File: src/rtl/mem_access_unit.sv
// Load/store controller for a word-addressed memory with combinational read and synchronous write.
// Define SUBWORD_EN to enable byte/halfword loads and read-modify-write sub-word stores.
module mem_access_unit #(
  parameter int MEM_WORDS_BIT = 8
) (
  input  logic        clk,
  input  logic        reset,
  input  logic        req_valid,
  output logic        req_ready,
  input  logic        req_write,
  input  logic [1:0]  req_size,
  input  logic        req_signed,
  input  logic [31:0] req_addr,
  input  logic [31:0] req_wdata,
  output logic        rsp_valid,
  output logic [31:0] rsp_rdata,
  output logic        rsp_err,
  output logic [31:0] mem_addr,
  output logic [31:0] mem_wdata,
  output logic        mem_read,
  output logic        mem_write,
  input  logic [31:0] mem_rdata
);

  localparam logic [2:0] IDLE   = 3'd0;
  localparam logic [2:0] RD     = 3'd1;
  localparam logic [2:0] WR     = 3'd2;
  localparam logic [2:0] RMW_RD = 3'd3;
  localparam logic [2:0] RMW_WR = 3'd4;
  localparam logic [2:0] RESP   = 3'd5;

  logic [2:0]  state_reg, state_next;
  logic [29:0] word_addr_reg;
  logic [31:0] wdata_reg;
  logic [31:0] rsp_rdata_reg;
  logic        rsp_err_reg;

  logic        accept;
  logic        size_bad;
  logic        misaligned;
  logic        out_of_range;
  logic        req_err;
  logic [31:0] load_data;

  assign accept = req_valid && (state_reg == IDLE);

`ifdef SUBWORD_EN
  assign size_bad = (req_size == 2'b11);
`else
  // Without sub-word support only word requests are legal.
  assign size_bad = (req_size != 2'b10);
`endif

  assign misaligned   = ((req_size == 2'b01) && req_addr[0]) ||
                        ((req_size == 2'b10) && (req_addr[1:0] != 2'b00));
  assign out_of_range = |req_addr[31:MEM_WORDS_BIT+2];
  assign req_err      = size_bad || misaligned || out_of_range;

`ifdef SUBWORD_EN
  logic [1:0]  size_reg;
  logic        signed_reg;
  logic [1:0]  byte_off_reg;
  logic [31:0] rmw_word_reg;
  logic [31:0] shifted;
  logic [3:0]  lane_sel;
  logic [31:0] store_word;

  always_ff @(posedge clk or posedge reset) begin
    if (reset) begin
      size_reg     <= 2'b00;
      signed_reg   <= 1'b0;
      byte_off_reg <= 2'b00;
      rmw_word_reg <= 32'd0;
    end else begin
      if (accept) begin
        size_reg     <= req_size;
        signed_reg   <= req_signed;
        byte_off_reg <= req_addr[1:0];
      end
      if (state_reg == RMW_RD) begin
        rmw_word_reg <= mem_rdata;
      end
    end
  end

  // Move the addressed lane down to bit 0, then extend.
  assign shifted = mem_rdata >> {byte_off_reg, 3'b000};

  always_comb begin
    load_data = mem_rdata;
    case (size_reg)
      2'b00:   load_data = {{24{signed_reg & shifted[7]}}, shifted[7:0]};
      2'b01:   load_data = {{16{signed_reg & shifted[15]}}, shifted[15:0]};
      default: load_data = mem_rdata;
    endcase
  end

  // Each byte lane either keeps the old memory byte or takes store data.
  genvar gi;
  generate
    for (gi = 0; gi < 4; gi++) begin : g_lane
      assign lane_sel[gi] = (size_reg == 2'b00) ? (byte_off_reg == 2'(gi))
                                                : (byte_off_reg[1] == 1'(gi / 2));
      assign store_word[8*gi +: 8] =
          !lane_sel[gi] ? rmw_word_reg[8*gi +: 8] :
          ((size_reg == 2'b01) && ((gi % 2) == 1)) ? wdata_reg[15:8] : wdata_reg[7:0];
    end
  endgenerate
`else
  logic unused_req_signed;
  assign unused_req_signed = req_signed;
  assign load_data         = mem_rdata;
`endif

  always_comb begin
    state_next = state_reg;
    case (state_reg)
      IDLE: begin
        if (req_valid) begin
          if (req_err) begin
            state_next = RESP;
          end else if (!req_write) begin
            state_next = RD;
          end else if (req_size == 2'b10) begin
            state_next = WR;
          end
`ifdef SUBWORD_EN
          else begin
            state_next = RMW_RD;
          end
`endif
        end
      end
      RD:      state_next = RESP;
      WR:      state_next = RESP;
`ifdef SUBWORD_EN
      RMW_RD:  state_next = RMW_WR;
      RMW_WR:  state_next = RESP;
`endif
      default: state_next = IDLE;
    endcase
  end

  always_ff @(posedge clk or posedge reset) begin
    if (reset) begin
      state_reg     <= IDLE;
      word_addr_reg <= 30'd0;
      wdata_reg     <= 32'd0;
      rsp_rdata_reg <= 32'd0;
      rsp_err_reg   <= 1'b0;
    end else begin
      state_reg <= state_next;
      if (accept) begin
        word_addr_reg <= req_addr[31:2];
        wdata_reg     <= req_wdata;
        rsp_rdata_reg <= 32'd0;
        rsp_err_reg   <= req_err;
      end
      if (state_reg == RD) begin
        rsp_rdata_reg <= load_data;
      end
    end
  end

  assign req_ready = (state_reg == IDLE);
  assign rsp_valid = (state_reg == RESP);
  assign rsp_rdata = rsp_rdata_reg;
  assign rsp_err   = rsp_err_reg;

  // Memory strobes are decoded from state so reset removes them immediately.
  assign mem_read  = (state_reg == RD) || (state_reg == RMW_RD);
  assign mem_write = (state_reg == WR) || (state_reg == RMW_WR);
  assign mem_addr  = (mem_read || mem_write) ? {word_addr_reg, 2'b00} : 32'd0;

  always_comb begin
    mem_wdata = 32'd0;
    case (state_reg)
      WR:      mem_wdata = wdata_reg;
`ifdef SUBWORD_EN
      RMW_WR:  mem_wdata = store_word;
`endif
      default: mem_wdata = 32'd0;
    endcase
  end

endmodule

File: config.mk
export PLATFORM = sky130hd
export DESIGN_NAME = mem_access_unit
export DESIGN_NICKNAME = d
export VERILOG_FILES = /design/src/rtl/mem_access_unit.sv
export SDC_FILE = /design/constraint.sdc
export NUM_CORES = 1
export LEC_CHECK = 0
export ABC_AREA = 1
export CORE_UTILIZATION = 25
export CTS_CLUSTER_SIZE = 8
export DETAILED_ROUTE_END_ITERATION = 8
export GPL_ROUTABILITY_DRIVEN = 0
export SLEW_MARGIN = 20
export SYNTH_ARGS = -nofsm -noshare
export SYNTH_HDL_FRONTEND = slang
export SYNTH_SLANG_ARGS = --single-unit
File: constraint.sdc
create_clock -name clk -period 3.85 [get_ports clk]
set_clock_uncertainty 0.15 [all_clocks]
set_input_delay 0.77 -clock clk [delete_from_list [all_inputs] [get_ports clk]]
set_output_delay 0.77 -clock clk [all_outputs]
set_load 0.02 [all_outputs]
==> flow_summary.ini <==
[run_status]
status = complete, no violations

[drt]
wl_met1_um = 5730
routedWlPerCell_um = 12.8
drc_errors = 0
first_iter_violations = 135
wl_met3_um = 1060
drt_wl_total_um = 12300
vias = 4000
dr_wl_met2_um = 5390
via_per_inst = 4.16
first_pass_iters = 4
ant_nets = 0
topRoutingLayerUsed = met4

[clock_tree]
clock_latency_ns = 0.34
numClockSinks = 98
cts_root_buf = clkbuf_16
clk_pin_slew_ns = 0.07
cts_hold_buf = 0
cts_tree = done
cts_max_path_buffers = 2
post-cts-setup-buffers = 0
htree_levels = 3
cts_resized = 0
numCtsBuffers = 9

[finish]
final_nets = 835
syn_to_final_growth_pct = 55.5
diodes = 0
drive_gt1_frac = 0.0475

[critical_path]
crit_type = flip-flop to output pin
cp-start-kind = flip-flop
critPathArrivalTime_ns = 2.43
endpoint_kind = output pin
critPathMaxFanout = 30
required_ns = 2.93

[die]
start_util = 0.255
die_y_um = 135
die-area_um2 = 18200
rows = 48
io-pin-count = 204
fp.dieW_um = 135
core_um2 = 17300

[global_route]
grt_max_degree = 92
grt_pass1_wl_um = 19500
antenna_found_initial = 0
track_usage = 0.138
grt_pass1_vias = 3799
overflow = 0

[sta]
timing.hold.ws_ns = 0.335
worst_slew_pin_slew_ns = 0.778
period_needed_ns = 3.35
max_freq_ghz = 0.299
hold_viol_final = 0
slew_viol_final = 0
slew_headroom = 0.481
rsz0062_at_grt = false
setup_viol = 0
tns_ns = 0
timing.final.crit_share = 0.870

[synth]
syn_inst = 546
synth_area_um2 = 4410
avgSynthCellArea_um2 = 8.08
synth_cell_types = 23
synth_seq_area_share = 0.556
yosysWarnings = 0
synth_seq_cells = 98

[place]
dpl.hpwl_um = 8390
port_buffers = 200

[power]
p_per_area_nw_per_um2 = 718
vdd_drop_max_v = 0.000309
leakagePower_nw = 3.17

[min_path]
hp-class = flip-flop to flip-flop

[run]
maxCapViolations = 0
==> report_power, final <==
group	switching [mW]	leakage (nW)	total [mW]	internal [mW]
sequential	0.185	1.22	1.68	1.50
combinational	1.40	1.80	2.37	0.970
clock	0.385	0.141	0.874	0.489
==> cells by family (layout without fill, tap and decap cells) <==
| group | Yosys count | in the layout | synth area share |
|---|---|---|---|
| and+or+nand+nor | 260 | 260 | 0.247 |
| other | 1 | 2 | 0.000850 |
| buffers and inverters | 121 | 311 | 0.120 |
| AOI/OAI and AO/OA | 66 | 66 | 0.0757 |
| DFF | 98 | 98 | 0.556 |
==> final cells by class <==
type	count	area (µm²)
fillers	1779	10400
clock inverters	4	25.0
well taps	225	282
flip-flops and latches	98	2450
repair buffers	207	2070
inverters	88	335
clock buffers	12	267
multi-input cells	328	1430
==> worst max-delay path, stage by stage, from the launching register on <==
cell,delay (ns)
dfrtp_1,0.43
inv_2,0.25
nand2_1,0.11
nor2_1,0.13
inv_2,0.05
o21ai_2,0.07
nor2_2,0.04
buf_4,0.23
nor2_1,0.13
clkdlybuf4s50_1,0.62
==> cells in the mapped netlist <==
cell      instances  share of area
nand2_4           1         0.0026
nor3_1            2         0.0023
nor2_4            2         0.0051
nand3_1          66          0.075
buf_1             3         0.0026
inv_2             4         0.0034
nand4_1           1         0.0014
buf_2             9          0.010
o21ai_2           1         0.0020
o21ai_0          54          0.061
a21oi_1           2         0.0023
nand2_1         112          0.095
clkbuf_1          7         0.0060
conb_1            1        0.00085
buf_4            11          0.019
buf_6             3         0.0077
nand2_2           1         0.0014
o21ai_1           9          0.010
inv_4             1         0.0014
nor2_1           74          0.063
inv_1            83          0.071
dfrtp_1          98           0.56
nor2_2            1         0.0014
==> cell usage in the layout (no fill, tap or decap), drive strengths merged <==
cell type        n
nor3             2
nand3           66
clkinv           2
clkbuf          12
nand4            1
buf              7
a21oi            2
inv             88
dfrtp           98
clkinvlp         2
nor2            77
conb             2
nand2          114
clkdlybuf4s50  200
o21ai           64
==> per-layer routing <==
layer,up-vias,GRT usage
met3,11,0.0413
met5,-,0
met4,0,0.0524
met2,141,0.213
met1,1805,0.180
li1,2043,-
==> through the flow <==
step,std cells,power [mW],utilization,setup slack (ns),area (µm²)
finish,962,4.93,0.397,0.501,6860
global route,962,5.31,0.397,0.322,6860
CTS,962,5.03,0.397,0.448,6860
detailed placement,946,4.11,0.380,0.857,6570
global placement,946,4.08,0.380,0.841,6570
floorplan,547,3.13,-,0.368,4420
==> final timing paths <==
check                             startpoint                end  slack (ns)  cells after the start
min reg2reg                word_addr_reg[28]  word_addr_reg[28]        0.33                      2
max reg2reg                     state_reg[1]       wdata_reg[0]        1.86                      7
min in group asynchronous              reset       wdata_reg[6]        0.67                      2
min                        word_addr_reg[28]  word_addr_reg[28]        0.33                      2
max in group asynchronous              reset      rsp_rdata[24]        2.15                      3
max                             state_reg[2]       mem_addr[12]        0.50                      9
(Power assumes the default switching activity.)
